### src/rtl/mem2io_if.sv
// Bundle of CPU, SRAM and IO signals around the mem2io bridge.
// The slave modport is the bridge's view of the bundle.
interface mem2io_if #(
  parameter int DATA_W = 16,
  parameter int ADDR_W = 20
);
  logic              CPU_REQ;
  logic              CPU_WE;
  logic [ADDR_W-1:0] CPU_ADDR;
  logic [DATA_W-1:0] Data_from_CPU;
  logic              CPU_ACK;
  logic [DATA_W-1:0] Data_to_CPU;
  logic [ADDR_W-1:0] SRAM_ADDR;
  logic [DATA_W-1:0] Data_to_SRAM;
  logic [DATA_W-1:0] Data_from_SRAM;
  logic              SRAM_CE_N;
  logic              SRAM_OE_N;
  logic              SRAM_WE_N;
  logic              SRAM_DRIVE;
  logic [DATA_W-1:0] Switches;
  logic [DATA_W-1:0] Hex_data;

  modport slave (
    input  CPU_REQ, CPU_WE, CPU_ADDR, Data_from_CPU, Data_from_SRAM, Switches,
    output CPU_ACK, Data_to_CPU, SRAM_ADDR, Data_to_SRAM,
           SRAM_CE_N, SRAM_OE_N, SRAM_WE_N, SRAM_DRIVE, Hex_data
  );

  modport master (
    output CPU_REQ, CPU_WE, CPU_ADDR, Data_from_CPU, Data_from_SRAM, Switches,
    input  CPU_ACK, Data_to_CPU, SRAM_ADDR, Data_to_SRAM,
           SRAM_CE_N, SRAM_OE_N, SRAM_WE_N, SRAM_DRIVE, Hex_data
  );
endinterface

### src/rtl/mem2io_bridge.sv
// CPU request bridge to an asynchronous SRAM with wait states, plus one
// memory-mapped IO word (switches in, hex register out).
module mem2io_bridge #(
  parameter int                DATA_W      = 16,
  parameter int                ADDR_W      = 20,
  parameter int                WAIT_STATES = 1,
  parameter logic [ADDR_W-1:0] IO_ADDR     = '1
) (
  input  logic     Clk,
  input  logic     Reset,
  mem2io_if.slave  bus
);

  typedef enum logic [1:0] {IDLE, ACCESS, DONE} state_t;

  state_t     state, state_nxt;
  logic       we_q;
  logic [3:0] wait_cnt;
  logic       is_io;

  assign is_io = (bus.CPU_ADDR == IO_ADDR);

  always_ff @(posedge Clk or negedge Reset) begin
    if (!Reset) state <= IDLE;
    else        state <= state_nxt;
  end

  always_comb begin
    state_nxt = state;
    case (state)
      IDLE:    if (bus.CPU_REQ) state_nxt = is_io ? DONE : ACCESS;
      ACCESS:  if (wait_cnt == 4'd0) state_nxt = DONE;
      DONE:    state_nxt = IDLE;
      default: state_nxt = IDLE;
    endcase
  end

  // Strobes are decoded from state so an asynchronous reset drops them at once.
  always_comb begin
    bus.SRAM_CE_N  = 1'b1;
    bus.SRAM_OE_N  = 1'b1;
    bus.SRAM_WE_N  = 1'b1;
    bus.SRAM_DRIVE = 1'b0;
    bus.CPU_ACK    = 1'b0;
    case (state)
      ACCESS: begin
        bus.SRAM_CE_N  = 1'b0;
        bus.SRAM_OE_N  = we_q;
        bus.SRAM_WE_N  = ~we_q;
        bus.SRAM_DRIVE = we_q;
      end
      DONE:    bus.CPU_ACK = 1'b1;
      default: ;
    endcase
  end

  // Request fields are only captured in IDLE; later changes are ignored.
  always_ff @(posedge Clk or negedge Reset) begin
    if (!Reset) begin
      we_q             <= 1'b0;
      wait_cnt         <= 4'd0;
      bus.SRAM_ADDR    <= '0;
      bus.Data_to_SRAM <= '0;
      bus.Data_to_CPU  <= '0;
      bus.Hex_data     <= '0;
    end else begin
      case (state)
        IDLE: begin
          if (bus.CPU_REQ) begin
            if (is_io) begin
              if (bus.CPU_WE) bus.Hex_data    <= bus.Data_from_CPU;
              else            bus.Data_to_CPU <= bus.Switches;
            end else begin
              bus.SRAM_ADDR    <= bus.CPU_ADDR;
              bus.Data_to_SRAM <= bus.Data_from_CPU;
              we_q             <= bus.CPU_WE;
              wait_cnt         <= 4'(WAIT_STATES);
            end
          end
        end
        ACCESS: begin
          if (wait_cnt != 4'd0) wait_cnt <= wait_cnt - 4'd1;
          else if (!we_q)       bus.Data_to_CPU <= bus.Data_from_SRAM;
        end
        default: ;
      endcase
    end
  end

endmodule

### src/flat_wrapper.sv
// flat-port wrapper written by rule: the top's interface ports become plain ports
module mem2io_bridge_flat 
#(
  parameter int                DATA_W      = 16,
  parameter int                ADDR_W      = 20,
  parameter int                WAIT_STATES = 1,
  parameter logic [ADDR_W-1:0] IO_ADDR     = '1
)
  (Clk, Reset, bus_CPU_REQ, bus_CPU_WE, bus_CPU_ADDR, bus_Data_from_CPU, bus_Data_from_SRAM, bus_Switches, bus_CPU_ACK, bus_Data_to_CPU, bus_SRAM_ADDR, bus_Data_to_SRAM, bus_SRAM_CE_N, bus_SRAM_OE_N, bus_SRAM_WE_N, bus_SRAM_DRIVE, bus_Hex_data);
  mem2io_if #(.DATA_W(DATA_W), .ADDR_W(ADDR_W)) bus_i ();
  input  logic Clk;
  input  logic Reset;
  input wire logic [$bits(bus_i.CPU_REQ)-1:0] bus_CPU_REQ;
  input wire logic [$bits(bus_i.CPU_WE)-1:0] bus_CPU_WE;
  input wire logic [$bits(bus_i.CPU_ADDR)-1:0] bus_CPU_ADDR;
  input wire logic [$bits(bus_i.Data_from_CPU)-1:0] bus_Data_from_CPU;
  input wire logic [$bits(bus_i.Data_from_SRAM)-1:0] bus_Data_from_SRAM;
  input wire logic [$bits(bus_i.Switches)-1:0] bus_Switches;
  output wire logic [$bits(bus_i.CPU_ACK)-1:0] bus_CPU_ACK;
  output wire logic [$bits(bus_i.Data_to_CPU)-1:0] bus_Data_to_CPU;
  output wire logic [$bits(bus_i.SRAM_ADDR)-1:0] bus_SRAM_ADDR;
  output wire logic [$bits(bus_i.Data_to_SRAM)-1:0] bus_Data_to_SRAM;
  output wire logic [$bits(bus_i.SRAM_CE_N)-1:0] bus_SRAM_CE_N;
  output wire logic [$bits(bus_i.SRAM_OE_N)-1:0] bus_SRAM_OE_N;
  output wire logic [$bits(bus_i.SRAM_WE_N)-1:0] bus_SRAM_WE_N;
  output wire logic [$bits(bus_i.SRAM_DRIVE)-1:0] bus_SRAM_DRIVE;
  output wire logic [$bits(bus_i.Hex_data)-1:0] bus_Hex_data;
  assign bus_i.CPU_REQ = bus_CPU_REQ;
  assign bus_i.CPU_WE = bus_CPU_WE;
  assign bus_i.CPU_ADDR = bus_CPU_ADDR;
  assign bus_i.Data_from_CPU = bus_Data_from_CPU;
  assign bus_i.Data_from_SRAM = bus_Data_from_SRAM;
  assign bus_i.Switches = bus_Switches;
  assign bus_CPU_ACK = bus_i.CPU_ACK;
  assign bus_Data_to_CPU = bus_i.Data_to_CPU;
  assign bus_SRAM_ADDR = bus_i.SRAM_ADDR;
  assign bus_Data_to_SRAM = bus_i.Data_to_SRAM;
  assign bus_SRAM_CE_N = bus_i.SRAM_CE_N;
  assign bus_SRAM_OE_N = bus_i.SRAM_OE_N;
  assign bus_SRAM_WE_N = bus_i.SRAM_WE_N;
  assign bus_SRAM_DRIVE = bus_i.SRAM_DRIVE;
  assign bus_Hex_data = bus_i.Hex_data;
  mem2io_bridge #(.DATA_W(DATA_W), .ADDR_W(ADDR_W), .WAIT_STATES(WAIT_STATES), .IO_ADDR(IO_ADDR)) u_core (.Clk(Clk), .Reset(Reset), .bus(bus_i));
endmodule
### config.mk
export PLATFORM = sky130hd
export DESIGN_NAME = mem2io_bridge_flat
export DESIGN_NICKNAME = d
export VERILOG_FILES = /design/src/rtl/mem2io_if.sv /design/src/rtl/mem2io_bridge.sv /design/src/flat_wrapper.sv
export SDC_FILE = /design/constraint.sdc
export NUM_CORES = 1
export LEC_CHECK = 0
export CAP_MARGIN = 30
export CORE_ASPECT_RATIO = 0.5
export CORE_MARGIN = 10
export CORE_UTILIZATION = 48
export CTS_CLUSTER_DIAMETER = 80
export DETAILED_ROUTE_END_ITERATION = 8
export PLACE_DENSITY = 0.88
export SYNTH_ARGS = -nofsm -noshare
export SYNTH_HDL_FRONTEND = slang
export SYNTH_SLANG_ARGS = --single-unit
### constraint.sdc
create_clock -name Clk -period 5.2 [get_ports Clk]
set_input_delay 1.04 -clock Clk [delete_from_list [all_inputs] [get_ports Clk]]
set_output_delay 1.04 -clock Clk [all_outputs]
set_load 0.005 [all_outputs]
==> results of run 1 <==
[worst max path at each step]
stage / slack [ns] / endpoint
floorplan: 2.90 / u_core.bus.SRAM_ADDR[10]$_DFFE_PN0P_
global placement: 1.67 / u_core.bus.Data_to_CPU[1]$_DFFE_PN0P_
detailed placement: 1.49 / u_core.bus.Data_to_CPU[3]$_DFFE_PN0P_
CTS: 1.84 / u_core.bus.Data_to_CPU[3]$_DFFE_PN0P_
global route: 1.71 / u_core.bus.Data_to_CPU[2]$_DFFE_PN0P_
finish: 1.84 / u_core.bus.Data_to_CPU[3]$_DFFE_PN0P_
[cells in the final DEF, fill, tap and decap left out, drive strengths merged, types with 2 or more instances in the layout]
cell | netlist | routed
dfrtp | 75 | 75
o22ai | 2 | 2
a311oi | 16 | 16
mux2 | 53 | 53
nand4 | 6 | 6
nor2b | 2 | 2
clkinvlp | 0 | 2
ha | 2 | 2
nand3 | 2 | 2
o21ai | 3 | 3
nor3b | 3 | 3
or3b | 2 | 2
a21oi | 2 | 2
nand2 | 3 | 3
clkdlybuf4s50 | 0 | 143
clkinv | 0 | 2
a211oi | 16 | 16
nand2b | 18 | 18
inv | 23 | 23
mux2i | 16 | 16
buf | 17 | 3
nor3 | 2 | 2
clkbuf | 1 | 12
nor2 | 2 | 2
[synth_stat cells, types with 2 or more instances]
master / count / area (um^2)
a211oi_1: 16 / 120.1
a311oi_1: 5 / 43.79
a311oi_2: 11 / 165.2
buf_2: 7 / 35.03
buf_4: 2 / 15.01
buf_6: 7 / 78.83
dfrtp_1: 75 / 1877
ha_1: 2 / 25.02
inv_1: 22 / 82.58
mux2_2: 24 / 270.3
mux2_4: 29 / 435.4
mux2i_1: 16 / 160.2
nand2_1: 3 / 11.26
nand2b_1: 18 / 112.6
nand3_1: 2 / 10.01
nand4_1: 4 / 25.02
nor2b_1: 2 / 12.51
nor3b_1: 3 / 22.52
o21ai_0: 2 / 10.01
o22ai_1: 2 / 12.51
or3b_1: 2 / 17.52
[logic make-up (layout without fill, tap and decap cells)]
| group | count (synthesis) | after routing | share of synthesized area (%) |
|---|---|---|---|
| flops | 75 | 75 | 50.08 |
| mux | 69 | 69 | 23.11 |
| simple gates | 45 | 45 | 8.548 |
| compound gates | 44 | 44 | 11.15 |
| buf+inv | 41 | 185 | 6.444 |
| fa+ha+maj | 2 | 2 | 0.6677 |
[worst max-delay path, stage by stage]
cell	delay, ns
clkdlybuf4s50_1	0.52
nand4_2	0.18
nor4_4	0.78
and2_1	0.77
a311oi_1	0.22
[power by group through the flow]
stage | sequential (uW) | combinational [uW] | clock [uW]
final | 959 | 1390 | 581
after global routing | 985 | 1500 | 623
after CTS | 959 | 1410 | 594
after detailed placement | 960 | 1400 | 0
after global placement | 946 | 1350 | 0
after floorplan | 949 | 821 | 0
[cell type report]
| type | count | area (um^2) | area share (%) |
|---|---|---|---|
| flip-flops and latches | 75 | 1877 | 34.29 |
| inverters | 23 | 88.84 | 1.623 |
| clock buffers | 12 | 256.5 | 4.687 |
| clock inverters | 4 | 25.02 | 0.4572 |
| well taps | 108 | 135.1 | 2.469 |
| repair buffers | 146 | 1454 | 26.57 |
| multi-input cells | 160 | 1637 | 29.90 |
[through the flow]
step	instance area [um^2]	power, uW
2_1_floorplan	3747	1770
3_3_place_gp	5191	2298
3_5_place_dp	5191	2362
4_1_cts	5473	2966
5_1_grt	5473	3111
6_report	5473	2933
[state kept, by name (all words and copies together) (netlist names)]
name,cells
u_core.state,2
u_core.bus.Hex_data,16
u_core.wait_cnt,4
u_core.we_q,1
u_core.bus.Data_to_CPU,16
u_core.bus.SRAM_ADDR,20
u_core.bus.Data_to_SRAM,16
[layer usage]
metal | vias to the layer above | global-route usage, % | wire (um)
li1 | 1283 | - | -
met1 | 1404 | 18.66 | 4160
met2 | 77 | 34.84 | 5845
met3 | 17 | 5.480 | 520
met4 | 0 | 6.680 | 209
met5 | - | 0 | 0
==> flow_summary.json, run 1 <==
{
  "viasPerCell": 5.267,
  "cts_resized": 0,
  "cp-startpoint": "bus_CPU_ADDR[8]",
  "rows": 22,
  "synth_warnings": 0,
  "postSynth.asyncResetShare_pct": 100.0,
  "startpoint_type": "input port",
  "dp_hpwl_mm": 7.816,
  "clock_sinks": 75,
  "finalCritPeriodShare_pct": 64.64,
  "dr.pass1.iters": 4,
  "p_clk_share_pct": 19.8,
  "fin_util_pct": 73.36,
  "ff2ff_setup_slack_ns": 2.71,
  "p_seq_share_pct": 32.7,
  "worst_r2r_startpoint": "u_core.state[0]$_DFFE_PN0P_",
  "grt_pass1_vias": 3158,
  "power_leakage_uw": 0.002341,
  "max_slew_margin_pct": 37.81,
  "detailedRoute.firstIterationViolations": 120,
  "p_comb_share_pct": 47.5,
  "cts.clk_slew.worst_paths_ns": 0.06,
  "dieHeight_um": 82.48,
  "ant_nets": 0,
  "whs_ns": 0.5081,
  "coreArea_um2": 7460,
  "maxCapViolCount": 0,
  "r2r_end": "u_core.bus.Data_to_CPU[3]$_DFFE_PN0P_",
  "worstPathRequired_ns": 5.36,
  "ys_ff_latch": 75,
  "drive_gt1_share_pct": 21.67,
  "cts.path.max_buffers": 2,
  "num-fill-cells": 510,
  "synthesis.instances": 276,
  "postCtsHoldBufs": 0,
  "hold-path-cell-count": 1,
  "ys_types": 43,
  "die_area_um2": 11960,
  "path_class": "input port to flip-flop",
  "dp_slack_ns": 1.492,
  "postCtsSetupBuffers": 0,
  "area_delta_synth_final_pct": 46.04,
  "placed_cells": 512,
  "rsz0062_at_grt": "no",
  "drv_slew": 0,
  "power_density_nw_per_um2": 536.0,
  "final_nets": 489,
  "p_switching_uw": 966.1,
  "finalWorstPathRequiredPeriod_ns": 3.361,
  "min_from": "u_core.bus.Hex_data[2]$_DFFE_PN0P_",
  "start_util_pct": 50.23,
  "syn_avg_cell_area_um2": 13.58,
  "vdd_ir_drop_max_mv": 0.3347,
  "worst_pin_slew_ns": 0.9329,
  "cts_max_level": 3,
  "clk_latency_ns": 0.33,
  "hold_path_class": "flip-flop to flip-flop",
  "fp.dieW_um": 145.0,
  "r2r_cells": 3,
  "grt.total_usage_pct": 18.00,
  "gp_congestion": 0.8119,
  "wl_per_cell_um": 20.33,
  "vias": 2781,
  "min_to": "u_core.bus.Hex_data[2]$_DFFE_PN0P_",
  "yosysSeqAreaShare_pct": 50.08,
  "synth_nets": 350,
  "end_kind": "flip-flop",
  "swShare_pct": 32.94,
  "hold_viol_final": 0,
  "routed_wl_mm": 10.74,
  "skew_ns": 0.005446,
  "fin_tns_setup_ns": 0,
  "status": "finished, final reports clean",
  "setup_viol_count_final": 0,
  "drc_errors": 0,
  "grt_max_degree": 76,
  "cts_tree": "yes",
  "p_int_uw": 1967,
  "synth_ff_type": "dfrtp_1",
  "netlist_area_um2": 3747,
  "ctsRootBufferMaster": "clkbuf_16",
  "critPathMaxFanout": 17,
  "antenna_found_initial": 0,
  "fmax_ghz": 0.2975,
  "synth_edf_count": 0,
  "cts-buffers-inserted": 9,
  "ios": 145,
  "stdcell_count": 528,
  "crit_arrival_ns": 3.52,
  "grt_pass1_wl_mm": 17.13,
  "grt_overflow_total": 0,
  "layout_setup_ws_ns": 1.839,
  "portBuffers": 144,
  "diodes": 0
}
Power figures use the tool's default switching activity.
==> run 2: changes to the inputs <==
- CORE_UTILIZATION: 48 -> 40
- PLACE_DENSITY: 0.88 -> 0.78
- clock period: 5.2 -> 3 ns (I/O delays scaled with it)
==> flow_summary.json, run 2 (synthesized netlist as in run 1, its figures left out) <==
{
  "antenna_found_initial": 0,
  "start_util_pct": 42.02,
  "routed_wl_mm": 10.23,
  "ios": 145,
  "grt_max_degree": 76,
  "grt_pass1_wl_mm": 16.20,
  "portBuffers": 144,
  "use_met2_pct": 26.75,
  "hold_viol_final": 0,
  "multiInputGateArea_um2": 1637,
  "largest_reg_flops": 20,
  "worst_r2r_startpoint": "u_core.wait_cnt[0]$_DFFE_PN0P_",
  "wl_per_cell_um": 18.83,
  "cts-buffers-inserted": 9,
  "whs_ns": 0.07390,
  "ant_nets": 0,
  "power_density_nw_per_um2": 920.1,
  "setup_viol_count_final": 0,
  "postCtsSetupBuffers": 0,
  "die_area_um2": 13870,
  "grt.total_usage_pct": 14.73,
  "final_nets": 495,
  "coreArea_um2": 8919,
  "status": "finished, final reports clean",
  "dr.pass1.iters": 4,
  "rows": 24,
  "startpoint_type": "flip-flop",
  "use_met3_pct": 4.262,
  "rsz0062_at_grt": "no",
  "drc_errors": 0,
  "critPathMaxFanout": 32,
  "cts_resized": 0,
  "fp.dieW_um": 156.9,
  "gp_congestion": 0.7747,
  "max_slew_margin_pct": 39.51,
  "power_leakage_uw": 0.002385,
  "grt_pass1_vias": 2975,
  "postCtsHoldBufs": 0,
  "finalWorstPathRequiredPeriod_ns": 2.364,
  "cts_tree": "yes",
  "worst_pin_slew_ns": 0.9074,
  "grtUsageMet1_pct": 16.36,
  "viasPerCell": 5.000,
  "r2r_cells": 6,
  "finalCritPeriodShare_pct": 78.80,
  "grt_overflow_total": 0,
  "area_delta_synth_final_pct": 48.78,
  "clk_latency_ns": 0.33,
  "mostFrequentLayoutCell": "clkdlybuf4s50_1",
  "drive_gt1_share_pct": 22.54,
  "r2r_end": "u_core.bus.Data_to_CPU[9]$_DFFE_PN0P_",
  "drv_slew": 0,
  "worstPathRequired_ns": 3.16,
  "detailedRoute.firstIterationViolations": 206,
  "fin_tns_setup_ns": 0,
  "final_cell_mix": "143 x clkdlybuf4s50_1, 75 x dfrtp_1, 29 x mux2_4",
  "ctsRootBufferMaster": "clkbuf_16",
  "vias": 2715,
  "vdd_ir_drop_max_mv": 0.4806,
  "num-fill-cells": 737,
  "cts.path.max_buffers": 2,
  "cts.clk_slew.worst_paths_ns": 0.06,
  "diodes": 0,
  "dieHeight_um": 88.44,
  "cts_max_level": 3,
  "grt_busiest_layer": "met2",
  "regMostFlops": "u_core.bus.SRAM_ADDR",
  "hold_path_class": "input port to async pin",
  "maxCapViolCount": 0,
  "path_class": "flip-flop to flip-flop",
  "end_kind": "flip-flop",
  "skew_ns": 0.001998,
  "fmax_ghz": 0.4230,
  "clock_sinks": 75,
  "final-seq-area_um2": 1877,
  "ff2ff_setup_slack_ns": 0.64,
  "dp_hpwl_mm": 7.716,
  "crit_arrival_ns": 2.53
}
==> run 2: cell types whose count changed in the layout (fill, tap and decap cells not counted) <==
cell | before | now
buf_12 | 0 | 1
buf_16 | 0 | 1
buf_4 | 3 | 7
bufinv_16 | 0 | 1
clkbuf_1 | 1 | 2
clkbuf_8 | 2 | 0
clkinv_2 | 2 | 0
clkinv_4 | 0 | 1
inv_6 | 0 | 1
==> run 2: cell type report <==
type / instances / area share (%)
Tap cell: 117 / 2.626
Clock buffer: 11 / 4.174
Clock inverter: 5 / 1.122
Timing Repair Buffer: 152 / 27.47
Inverter: 23 / 1.593
Multi-Input combinational cell: 160 / 29.35
Sequential cell: 75 / 33.66
==> run 2: routing by layer <==
metal / vias to the layer above / part of all wire [%]
met3: 12 / 4.7
li1: 1288 / -
met2: 58 / 54
met5: - / 0
met1: 1357 / 40
met4: 0 / 1.3
==> run 2: where the power goes <==
group / internal [uW] / total, uW / leakage [uW] / switching [uW]
Sequential: 1390 / 1640 / 0.000942 / 244
Clock: 648 / 1060 / 0.000136 / 415
Combinational: 1450 / 2430 / 0.00131 / 985
==> run 2: worst max path at each step <==
stage / start / endpoint / slack (ns) / cells past startpoint
after CTS: u_core.wait_cnt[0]$_DFFE_PN0P_ / u_core.bus.Data_to_CPU[9]$_DFFE_PN0P_ / 0.62 / 6
after global routing: u_core.wait_cnt[0]$_DFFE_PN0P_ / u_core.bus.Data_to_CPU[2]$_DFFE_PN0P_ / 0.42 / 6
final: u_core.wait_cnt[0]$_DFFE_PN0P_ / u_core.bus.Data_to_CPU[9]$_DFFE_PN0P_ / 0.64 / 6
after floorplan: bus_CPU_ADDR[14] / u_core.bus.SRAM_ADDR[10]$_DFFE_PN0P_ / 1.14 / 7
after global placement: bus_CPU_ADDR[14] / u_core.bus.Hex_data[6]$_DFFE_PN0P_ / 0.31 / 6
after detailed placement: bus_CPU_ADDR[15] / u_core.bus.Hex_data[8]$_DFFE_PN0P_ / 0.28 / 6
==> run 2: through the flow <==
step                utilization [%]  worst slack [ns]  total power (uW)  cell area, um^2  cells
floorplan                         -             1.142              3068             3747    276
CTS                           62.21            0.6206              5198             5548    542
finish                        62.51            0.6359              5130             5575    543
global route                  62.51            0.4224              5463             5575    543
global placement              58.89            0.3146              4051             5253    526
detailed placement            58.89            0.2840              4106             5253    526
==> run 2: worst max-delay path: stages (launching register included) <==
cell and delay [ns]:
dfrtp_1 0.38, inv_1 0.11, ha_1 0.19, nor3b_1 0.30, o32a_2 0.81, mux2i_1 0.33
a311oi_2 0.06
